**src/rtl/bram_port_ctrl_pkg.sv**
```systemverilog
// Shared types and constants for the BRAM port controller.
// Provides the controller state encoding and byte-lane width.
package bram_port_ctrl_pkg;

    localparam int unsigned BYTE_W = 8;

    // IDLE accepts requests; RMW_MERGE issues the merged write of a partial store.
    typedef enum logic {
        S_IDLE      = 1'b0,
        S_RMW_MERGE = 1'b1
    } state_e;

endpackage

```
**src/rtl/bram_port_ctrl_resp_fifo.sv**
```systemverilog
// Response FIFO holding BRAM read data until the consumer accepts it.
// Ports: clk_i/rst_i (sync active-high), push_i/push_data_i, pop_i,
//        head_o (oldest entry), count_o (occupancy), empty_o.
module bram_port_ctrl_resp_fifo #(
    parameter int unsigned DATA_WIDTH = 32,
    parameter int unsigned DEPTH      = 2,
    localparam int unsigned PTR_W     = (DEPTH > 1) ? $clog2(DEPTH) : 1,
    localparam int unsigned CNT_W     = $clog2(DEPTH + 1)
) (
    input  logic                  clk_i,
    input  logic                  rst_i,
    input  logic                  push_i,
    input  logic [DATA_WIDTH-1:0] push_data_i,
    input  logic                  pop_i,
    output logic [DATA_WIDTH-1:0] head_o,
    output logic [CNT_W-1:0]      count_o,
    output logic                  empty_o
);

    logic [DATA_WIDTH-1:0] r_mem [DEPTH];
    logic [PTR_W-1:0]      r_wr_ptr;
    logic [PTR_W-1:0]      r_rd_ptr;
    logic [CNT_W-1:0]      r_count;
    logic                  w_do_pop;

    // Wrap explicitly so non-power-of-two depths work.
    function automatic logic [PTR_W-1:0] ptr_inc(input logic [PTR_W-1:0] p);
        return (p == PTR_W'(DEPTH - 1)) ? '0 : p + PTR_W'(1);
    endfunction

    assign w_do_pop = pop_i && (r_count != '0);
    assign head_o   = r_mem[r_rd_ptr];
    assign count_o  = r_count;
    assign empty_o  = (r_count == '0);

    // Pointer and occupancy tracking.
    always_ff @(posedge clk_i) begin
        if (rst_i) begin
            r_wr_ptr <= '0;
            r_rd_ptr <= '0;
            r_count  <= '0;
        end else begin
            if (push_i)   r_wr_ptr <= ptr_inc(r_wr_ptr);
            if (w_do_pop) r_rd_ptr <= ptr_inc(r_rd_ptr);
            case ({push_i, w_do_pop})
                2'b10:   r_count <= r_count + CNT_W'(1);
                2'b01:   r_count <= r_count - CNT_W'(1);
                default: r_count <= r_count;
            endcase
        end
    end

    // Storage needs no reset; validity is tracked by r_count.
    always_ff @(posedge clk_i) begin
        if (push_i) r_mem[r_wr_ptr] <= push_data_i;
    end

endmodule

```
**src/rtl/bram_port_ctrl.sv**
```systemverilog
// Initiator for a single-port BRAM with 1-cycle registered read.
// Converts a valid/ready request stream (read, full write, byte-strobed
// write via read-modify-write) into BRAM commands and returns read data
// on a valid/ready response stream, strictly in request order.
// Ports: clk_i, rst_i (sync active-high); req_* request channel;
//        resp_* response channel; bram_* BRAM command/data interface.
module bram_port_ctrl
    import bram_port_ctrl_pkg::*;
#(
    parameter int unsigned DATA_WIDTH  = 32,
    parameter int unsigned BRAM_DEPTH  = 128,
    parameter int unsigned RESP_DEPTH  = 2,
    localparam int unsigned ADDR_WIDTH = $clog2(BRAM_DEPTH),
    localparam int unsigned STRB_WIDTH = DATA_WIDTH / BYTE_W
) (
    input  logic                  clk_i,
    input  logic                  rst_i,
    input  logic                  req_valid_i,
    output logic                  req_ready_o,
    input  logic                  req_we_i,
    input  logic [ADDR_WIDTH-1:0] req_addr_i,
    input  logic [DATA_WIDTH-1:0] req_wdata_i,
    input  logic [STRB_WIDTH-1:0] req_wstrb_i,
    output logic                  resp_valid_o,
    input  logic                  resp_ready_i,
    output logic [DATA_WIDTH-1:0] resp_rdata_o,
    output logic                  bram_cmd_en_o,
    output logic                  bram_wr_en_o,
    output logic [ADDR_WIDTH-1:0] bram_addr_o,
    output logic [DATA_WIDTH-1:0] bram_data_o,
    input  logic [DATA_WIDTH-1:0] bram_data_i
);

    localparam int unsigned CNT_W  = $clog2(RESP_DEPTH + 1);
    localparam int unsigned USED_W = CNT_W + 1;

    state_e                r_state;
    state_e                w_state_nxt;
    logic                  r_inflight;
    logic [ADDR_WIDTH-1:0] r_rmw_addr;
    logic [DATA_WIDTH-1:0] r_rmw_wdata;
    logic [STRB_WIDTH-1:0] r_rmw_strb;
    logic [CNT_W-1:0]      w_count;
    logic                  w_empty;
    logic                  w_pop;
    logic                  w_accept;
    logic [USED_W-1:0]     w_used;
    logic                  w_strb_full;
    logic                  w_strb_zero;
    logic [DATA_WIDTH-1:0] w_merge;

    assign w_strb_full  = &req_wstrb_i;
    assign w_strb_zero  = ~|req_wstrb_i;
    assign resp_valid_o = !rst_i && !w_empty;
    assign w_pop        = resp_valid_o && resp_ready_i;

    // Credits: FIFO entries plus the read in flight, less the entry leaving
    // this cycle, so a full-rate read stream never stalls with RESP_DEPTH=2.
    assign w_used      = USED_W'(w_count) + USED_W'(r_inflight) - USED_W'(w_pop);
    assign req_ready_o = !rst_i && (r_state == S_IDLE) && (w_used < USED_W'(RESP_DEPTH));
    assign w_accept    = req_valid_i && req_ready_o;

    // Byte merge of latched store data over the freshly read BRAM word.
    always_comb begin
        w_merge = bram_data_i;
        for (int b = 0; b < int'(STRB_WIDTH); b++) begin
            if (r_rmw_strb[b]) w_merge[b*BYTE_W +: BYTE_W] = r_rmw_wdata[b*BYTE_W +: BYTE_W];
        end
    end

    // Next state and combinational BRAM command mux.
    always_comb begin
        w_state_nxt   = r_state;
        bram_cmd_en_o = 1'b0;
        bram_wr_en_o  = 1'b0;
        bram_addr_o   = req_addr_i;
        bram_data_o   = req_wdata_i;
        case (r_state)
            S_IDLE: begin
                if (w_accept) begin
                    bram_cmd_en_o = !req_we_i || !w_strb_zero;
                    bram_wr_en_o  = req_we_i && w_strb_full;
                    if (req_we_i && !w_strb_full && !w_strb_zero) w_state_nxt = S_RMW_MERGE;
                end
            end
            S_RMW_MERGE: begin
                bram_cmd_en_o = 1'b1;
                bram_wr_en_o  = 1'b1;
                bram_addr_o   = r_rmw_addr;
                bram_data_o   = w_merge;
                w_state_nxt   = S_IDLE;
            end
        endcase
        // A pending merge write is abandoned when reset lands on it.
        if (rst_i) begin
            bram_cmd_en_o = 1'b0;
            bram_wr_en_o  = 1'b0;
        end
    end

    // State and read-in-flight tracking.
    always_ff @(posedge clk_i) begin
        if (rst_i) begin
            r_state    <= S_IDLE;
            r_inflight <= 1'b0;
        end else begin
            r_state    <= w_state_nxt;
            r_inflight <= w_accept && !req_we_i;
        end
    end

    // Partial-store operands held for the merge cycle.
    always_ff @(posedge clk_i) begin
        if (w_accept && req_we_i) begin
            r_rmw_addr  <= req_addr_i;
            r_rmw_wdata <= req_wdata_i;
            r_rmw_strb  <= req_wstrb_i;
        end
    end

    // Read data is captured the cycle after the read command.
    bram_port_ctrl_resp_fifo #(
        .DATA_WIDTH (DATA_WIDTH),
        .DEPTH      (RESP_DEPTH)
    ) u_resp_fifo (
        .clk_i       (clk_i),
        .rst_i       (rst_i),
        .push_i      (r_inflight),
        .push_data_i (bram_data_i),
        .pop_i       (w_pop),
        .head_o      (resp_rdata_o),
        .count_o     (w_count),
        .empty_o     (w_empty)
    );

endmodule

```
**config.mk**
```make
export PLATFORM = sky130hd
export DESIGN_NAME = bram_port_ctrl
export DESIGN_NICKNAME = d
export VERILOG_FILES = /design/src/rtl/bram_port_ctrl_pkg.sv /design/src/rtl/bram_port_ctrl_resp_fifo.sv /design/src/rtl/bram_port_ctrl.sv
export SDC_FILE = /design/constraint.sdc
export NUM_CORES = 1
export LEC_CHECK = 0
export ABC_CLOCK_PERIOD_IN_PS = 5300
export CELL_PAD_IN_SITES_DETAIL_PLACEMENT = 0
export CELL_PAD_IN_SITES_GLOBAL_PLACEMENT = 1
export CORE_MARGIN = 3
export CORE_UTILIZATION = 37
export CTS_CLUSTER_DIAMETER = 100
export DETAILED_ROUTE_END_ITERATION = 12
export GPL_ROUTABILITY_DRIVEN = 0
export MAX_ROUTING_LAYER = met4
export PLACE_DENSITY_LB_ADDON = 0.15
export SKIP_LAST_GASP = 1
export SLEW_MARGIN = 10
export SYNTH_ARGS = -nofsm -noshare
export SYNTH_HDL_FRONTEND = slang
export SYNTH_SLANG_ARGS = --single-unit
```
**constraint.sdc**
```tcl
create_clock -name clk_i -period 5.3 [get_ports clk_i]
set_input_delay 1.06 -clock clk_i [delete_from_list [all_inputs] [get_ports clk_i]]
set_output_delay 1.06 -clock clk_i [all_outputs]
set_load 0.02 [all_outputs]
```
==> flow_metrics.py, run 1 <==
metrics = {
    "min_path": {
        "hold_path_class": "flip-flop to flip-flop",
        "min-delay-start": "u_resp_fifo.r_rd_ptr",
        "whs_path_depth": 1,
    },
    "clocking": {
        "clockBufferDepth": 2,
        "cts_buffers": 17,
        "cts_root_buf": "clkbuf_16",
        "cts_tree": "built",
        "insertion_delay_ns": 0.40,
        "htree_levels": 4,
        "cts.sinks": 114,
        "clk_pin_slew_ns": 0.05,
        "cts_hold_buf": 0,
        "cts_setup_buffers": 0,
        "cts_resized": 0,
    },
    "floorplan": {
        "pin_count": 155,
        "dieHeight_um": 119,
        "die_w_um": 119,
        "num_rows": 40,
        "die-area_mm2": 0.0142,
        "start_util_pct": 38.7,
        "core_area_mm2": 0.0123,
    },
    "timing": {
        "fin_skew_ns": 0.00674,
        "fmax_ghz": 0.201,
        "setup_slack_ns": 0.324,
        "relSlewSlack_pct": 28.4,
        "fin_setup_tns_ns": 0,
        "min_period_ns": 4.98,
        "slew_violations": 0,
        "worst_slew_pin_slew_ns": 1.07,
        "setup_violations": 0,
        "rsz0062_at_grt": "false",
        "fin_crit_sh_pct": 93.9,
        "finalHoldViolations": 0,
    },
    "worst_setup_path": {
        "cp.arrival_ns": 3.92,
        "crit_start": "rst_i",
        "crit_buf_inv": 2,
        "max_stage_delay_ns": 0.62,
        "r2r_cells": 9,
        "r2r_slack_ns": 2.24,
        "setup.worst_path.class": "input port to primary output",
        "crit_top_cell": "clkdlybuf4s50_1",
        "crit_slowest_cell": "clkdlybuf4s50_1",
        "worstSetupEndpointType": "primary output",
        "required_ns": 4.24,
        "crit_chain": "clkdlybuf4s50_1 > o21ba_4 > and2_1 > ha_1 > nand2b_1 > fa_1 > xnor2_1 > nand3_1 > a21oi_1 > clkdlybuf4s50_1",
        "cpLargestDelayFamily": "buffers and inverters",
        "rr_endpoint": "r_rmw_wdata[25]",
        "reg2reg_from": "u_resp_fifo.count_o[1]",
        "startpoint_type": "input port",
        "crit_fanout": 5,
    },
    "yosys": {
        "synth_area_leaders": "edfxtp_1, mux2_2, mux2i_1",
        "ys_seq_elements": 114,
        "yosys.cell_types.count": 30,
        "syn_inst": 304,
        "synth_top_area_share_pct": 67.7,
        "avgSynthCellArea_um2": 15.6,
        "synth_top_cell_by_area": "edfxtp_1",
        "syn_area_mm2": 0.00474,
        "synthesis.nets": 387,
        "seq_area_frac_synth_pct": 70.7,
        "synth_warnings": 0,
    },
    "cells_and_area": {
        "drive_above_1_share_pct": 14.1,
        "final_common_cell": "clkdlybuf4s50_1",
        "regArea_mm2": 0.00336,
        "final_nets": 545,
        "antenna_cells": 0,
        "fillCellCount": 1015,
        "area_delta_synth_final_pct": 46.2,
        "layout_common_cells": "clkdlybuf4s50_1, edfxtp_1, mux2_2, nor2_1",
        "multi_input_area_mm2": 0.00131,
    },
    "flow_run": {
        "cap_violations": 0,
    },
    "drt": {
        "drt_iter0_markers": 116,
        "drc": 0,
        "num_vias": 3022,
        "wl_per_cell_um": 16.6,
        "post_drt_via_cell_ratio": 4.70,
        "first_pass_iters": 4,
        "wirelength_um": 10700,
        "ant_nets": 0,
    },
    "grt": {
        "grt_pass1_vias": 3199,
        "grt_overflow": 0,
        "grt_antenna_before_repair": 0,
        "grt_pass1_wl_um": 16600,
        "grt_usage_pct": 15.8,
        "grt_max_degree": 56,
    },
    "power_and_ir_drop": {
        "p_leak_nw": 2.43,
        "power_density_mw_per_mm2": 335,
        "ir_worst_vdd_mv": 0.196,
    },
    "placement": {
        "io_buffers": 154,
        "hpwl_um": 7170,
        "dp_slack_ns": 0.329,
    },
    "outcome": {
        "status": "finished clean",
    },
}
cell usage after synthesis:
master,count
buf_2,13
mux2_2,37
buf_1,2
clkbuf_1,2
nor2_1,37
nand3_1,1
and2_0,1
and4_1,1
a21oi_1,34
o22ai_1,1
fa_1,1
mux2_1,2
a31o_2,1
edfxtp_1,107
nand2_1,1
xnor2_1,3
nand3b_1,1
ha_1,2
and2_1,2
xor2_1,1
inv_1,3
mux2i_1,34
nor4_1,3
o21ai_0,1
buf_4,1
o21ba_4,1
dfxtp_1,7
nand2b_1,2
or3_1,1
and3_1,1
routing by layer:
| layer | wire length (µm) | global-route usage [%] | part of all wire (%) |
|---|---|---|---|
| met5 | 0 | - | 0 |
| met2 | 5120 | 24.8 | 48 |
| met3 | 752 | 5.75 | 7.0 |
| met4 | 138 | 5.65 | 1.3 |
| met1 | 4690 | 18.8 | 44 |
per-stage QoR:
step | cells | power (W) | hold WS, ns | area, µm² | utilization (%)
floorplan | 304 | 0.00122 | 0.438 | 4740 | -
global placement | 611 | 0.00141 | 0.449 | 6450 | 52.6
detailed placement | 611 | 0.00141 | 0.457 | 6450 | 52.6
CTS | 643 | 0.00235 | 0.464 | 6940 | 56.6
global route | 643 | 0.00242 | 0.480 | 6940 | 56.6
finish | 643 | 0.00232 | 0.465 | 6940 | 56.6
sequential cells by signal, indices dropped and copies added, names as in the netlist, named ones only:
signal and cells:
r_inflight 1, r_rmw_addr 7, r_rmw_strb 4, r_rmw_wdata 32, r_state 1, u_resp_fifo.count_o 2
u_resp_fifo.r_mem 64, u_resp_fifo.r_rd_ptr 1, u_resp_fifo.r_wr_ptr 1
report_power, final:
part | internal [W] | switching (W) | leakage (nW)
sequential | 0.00102 | 0.0000304 | 1.03
combinational | 0.000185 | 0.000155 | 1.16
clock | 0.000576 | 0.000351 | 0.239
total | 0.00178 | 0.000536 | 2.43
layout make-up:
type                       instances  share of cell area (%)
sequential                       114                    48.4
timing repair buffer             157                    22.6
tap                              168                    3.03
inverter                           3                   0.162
clock buffer                      20                    6.30
multi-input combinational        169                    18.9
clock inverter                    12                   0.704
logic make-up after synthesis:
group | synth area share, %
simple gates | 4.77
compound gates | 4.35
fa+ha+maj | 0.949
xor+xnor | 0.739
buf+inv | 2.08
flops | 70.7
mux | 16.4
worst max path at each step:
stage | endpoint | slack (ns) | cells past startpoint
after global placement | bram_cmd_en_o | 0.39 | 10
after floorplan | r_rmw_addr[0] | 0.36 | 9
after global routing | bram_cmd_en_o | 0.17 | 10
after CTS | bram_cmd_en_o | 0.31 | 10
after detailed placement | bram_cmd_en_o | 0.33 | 10
final | bram_cmd_en_o | 0.32 | 10
(Power assumes the default switching activity.)
==> run 2: changes to the inputs <==
--- a/config.mk
+++ b/config.mk
@@ -5,15 +5,15 @@
 export SDC_FILE = /design/constraint.sdc
 export NUM_CORES = 1
 export LEC_CHECK = 0
-export ABC_CLOCK_PERIOD_IN_PS = 5300
+export ABC_CLOCK_PERIOD_IN_PS = 6000
 export CELL_PAD_IN_SITES_DETAIL_PLACEMENT = 0
 export CELL_PAD_IN_SITES_GLOBAL_PLACEMENT = 1
 export CORE_MARGIN = 3
-export CORE_UTILIZATION = 37
+export CORE_UTILIZATION = 41
+export CTS_BUF_LIST = sky130_fd_sc_hd__clkbuf_4
 export CTS_CLUSTER_DIAMETER = 100
 export DETAILED_ROUTE_END_ITERATION = 12
 export GPL_ROUTABILITY_DRIVEN = 0
-export MAX_ROUTING_LAYER = met4
 export PLACE_DENSITY_LB_ADDON = 0.15
 export SKIP_LAST_GASP = 1
 export SLEW_MARGIN = 10
==> constraint.sdc (replaced) <==
create_clock -name clk_i -period 6 [get_ports clk_i]
set_input_delay 1.2 -clock clk_i [delete_from_list [all_inputs] [get_ports clk_i]]
set_output_delay 1.2 -clock clk_i [all_outputs]
set_load 0.02 [all_outputs]
==> run 2 against run 1 <==
First-iteration DRC count fell by 9.5%. Wire length fell by 3.3%. Sequential power fell by 12%. Non-clock buffer count fell by 1.
==> flow_metrics.py, run 2 (synthesis gave the netlist of run 1 again) <==
metrics = {
    "clocking": {
        "cts_buffers": 17,
        "clockBufferDepth": 2,
        "cts_resized": 0,
        "cts_setup_buffers": 0,
        "cts.sinks": 114,
        "htree_levels": 4,
        "insertion_delay_ns": 0.49,
        "cts_tree": "built",
        "cts_root_buf": "clkbuf_4",
        "clk_pin_slew_ns": 0.09,
        "cts_hold_buf": 0,
    },
    "min_path": {
        "hold_path_class": "flip-flop to flip-flop",
        "min-delay-start": "u_resp_fifo.r_rd_ptr",
        "whs_path_depth": 1,
    },
    "drt": {
        "wirelength_um": 10300,
        "drc": 0,
        "wl_per_cell_um": 16.9,
        "drt_iter0_markers": 105,
        "num_vias": 3016,
        "ant_nets": 0,
        "post_drt_via_cell_ratio": 4.93,
        "first_pass_iters": 4,
    },
    "worst_setup_path": {
        "cp.arrival_ns": 4.29,
        "startpoint_type": "input port",
        "crit_fanout": 10,
        "reg2reg_from": "u_resp_fifo.count_o[1]",
        "setup.worst_path.class": "input port to primary output",
        "r2r_cells": 9,
        "rr_endpoint": "r_rmw_wdata[27]",
        "r2r_slack_ns": 2.98,
        "crit_start": "rst_i",
        "worstSetupEndpointType": "primary output",
        "required_ns": 4.80,
    },
    "timing": {
        "fin_skew_ns": 0.00800,
        "fmax_ghz": 0.182,
        "fin_crit_sh_pct": 91.4,
        "slew_violations": 0,
        "finalHoldViolations": 0,
        "worst_slew_pin_slew_ns": 1.02,
        "relSlewSlack_pct": 31.8,
        "fin_setup_tns_ns": 0,
        "rsz0062_at_grt": "false",
        "whs_ns": 0.478,
        "min_period_ns": 5.49,
        "setup_violations": 0,
    },
    "floorplan": {
        "die-area_mm2": 0.0129,
        "die_w_um": 114,
        "dieHeight_um": 114,
        "pin_count": 155,
        "num_rows": 38,
        "start_util_pct": 42.8,
        "core_area_mm2": 0.0111,
    },
    "cells_and_area": {
        "final_common_cell": "clkdlybuf4s50_1",
        "largest_reg_flops": 64,
        "regMostFlops": "u_resp_fifo.r_mem",
        "final_nets": 544,
        "top_regs": "u_resp_fifo.r_mem (64), r_rmw_wdata (32), r_rmw_addr (7)",
        "fillCellCount": 946,
        "layout_common_cells": "clkdlybuf4s50_1, edfxtp_1, mux2_2, nor2_1",
        "area_delta_synth_final_pct": 40.1,
        "drive_above_1_share_pct": 14.6,
        "antenna_cells": 0,
    },
    "power_and_ir_drop": {
        "ir_worst_vdd_mv": 0.115,
        "power_density_mw_per_mm2": 259,
        "p_leak_nw": 2.32,
    },
    "grt": {
        "top_usage_layer": "met2",
        "grt_antenna_before_repair": 0,
        "grt_pass1_vias": 3098,
        "grt_use_met2_pct": 26.5,
        "grt_overflow": 0,
        "grtUsageMet1_pct": 19.8,
        "grt_usage_pct": 16.5,
        "grtUsageMet3_pct": 6.63,
        "grt_pass1_wl_um": 16100,
        "grt_max_degree": 44,
    },
    "placement": {
        "io_buffers": 154,
        "hpwl_um": 7050,
    },
    "flow_run": {
        "cap_violations": 0,
    },
    "outcome": {
        "status": "finished clean",
    },
}
-- run 2: changes by cell type in the layout (fill, tap and decap cells not counted), sizes merged --
cell | before | now
bufinv | 0 | 2
clkinv | 12 | 9
buf | 3 | 2
clkbuf | 20 | 19
-- run 2: area by class of cell --
type | count | area, µm² | share of cell area [%]
sequential | 114 | 3360 | 50.5
inverter | 3 | 11.3 | 0.169
clock inverter | 11 | 96.3 | 1.45
clock buffer | 19 | 143 | 2.15
tap | 140 | 175 | 2.64
multi-input combinational | 169 | 1310 | 19.7
timing repair buffer | 156 | 1560 | 23.4
-- run 2: routing by layer --
layer  vias up  share of wire [%]
met5         -                  0
met2       116                 48
met3        16                8.3
li1       1471                  -
met4         0                2.3
met1      1413                 41
-- run 2: critical path, cell delays in order --
cell and delay (ns):
clkdlybuf4s50_1 0.66, o21ba_4 0.21, and2_1 0.15, ha_1 0.26, nand2b_1 0.15, fa_1 0.37, xnor2_1 0.19, nand3_1 0.23
a21oi_1 0.23, clkdlybuf4s50_1 0.63
-- run 2: worst max path at each step --
stage	to	slack (ns)	cells after the start
finish	bram_cmd_en_o	0.51	10
global route	bram_cmd_en_o	0.37	10
CTS	bram_cmd_en_o	0.50	10
detailed placement	bram_cmd_en_o	0.51	10
global placement	bram_cmd_en_o	0.62	10
floorplan	r_rmw_addr[0]	0.92	9
-- run 2: per-stage QoR --
step / cell area [µm²] / worst slack (ns) / utilization, % / cells / power, W
final: 6650 / 0.514 / 60.0 / 612 / 0.00172
after global routing: 6650 / 0.372 / 60.0 / 612 / 0.00180
after CTS: 6650 / 0.498 / 60.0 / 612 / 0.00175
after detailed placement: 6410 / 0.511 / 57.8 / 582 / 0.00125
after global placement: 6410 / 0.618 / 57.8 / 582 / 0.00124
after floorplan: 4740 / 0.923 / - / 304 / 0.00108
-- run 2: where the power goes --
part           internal, W  leakage (nW)  switching [W]
clock network     0.000241         0.134       0.000256
logic             0.000163          1.15       0.000138
registers         0.000900          1.03      0.0000246
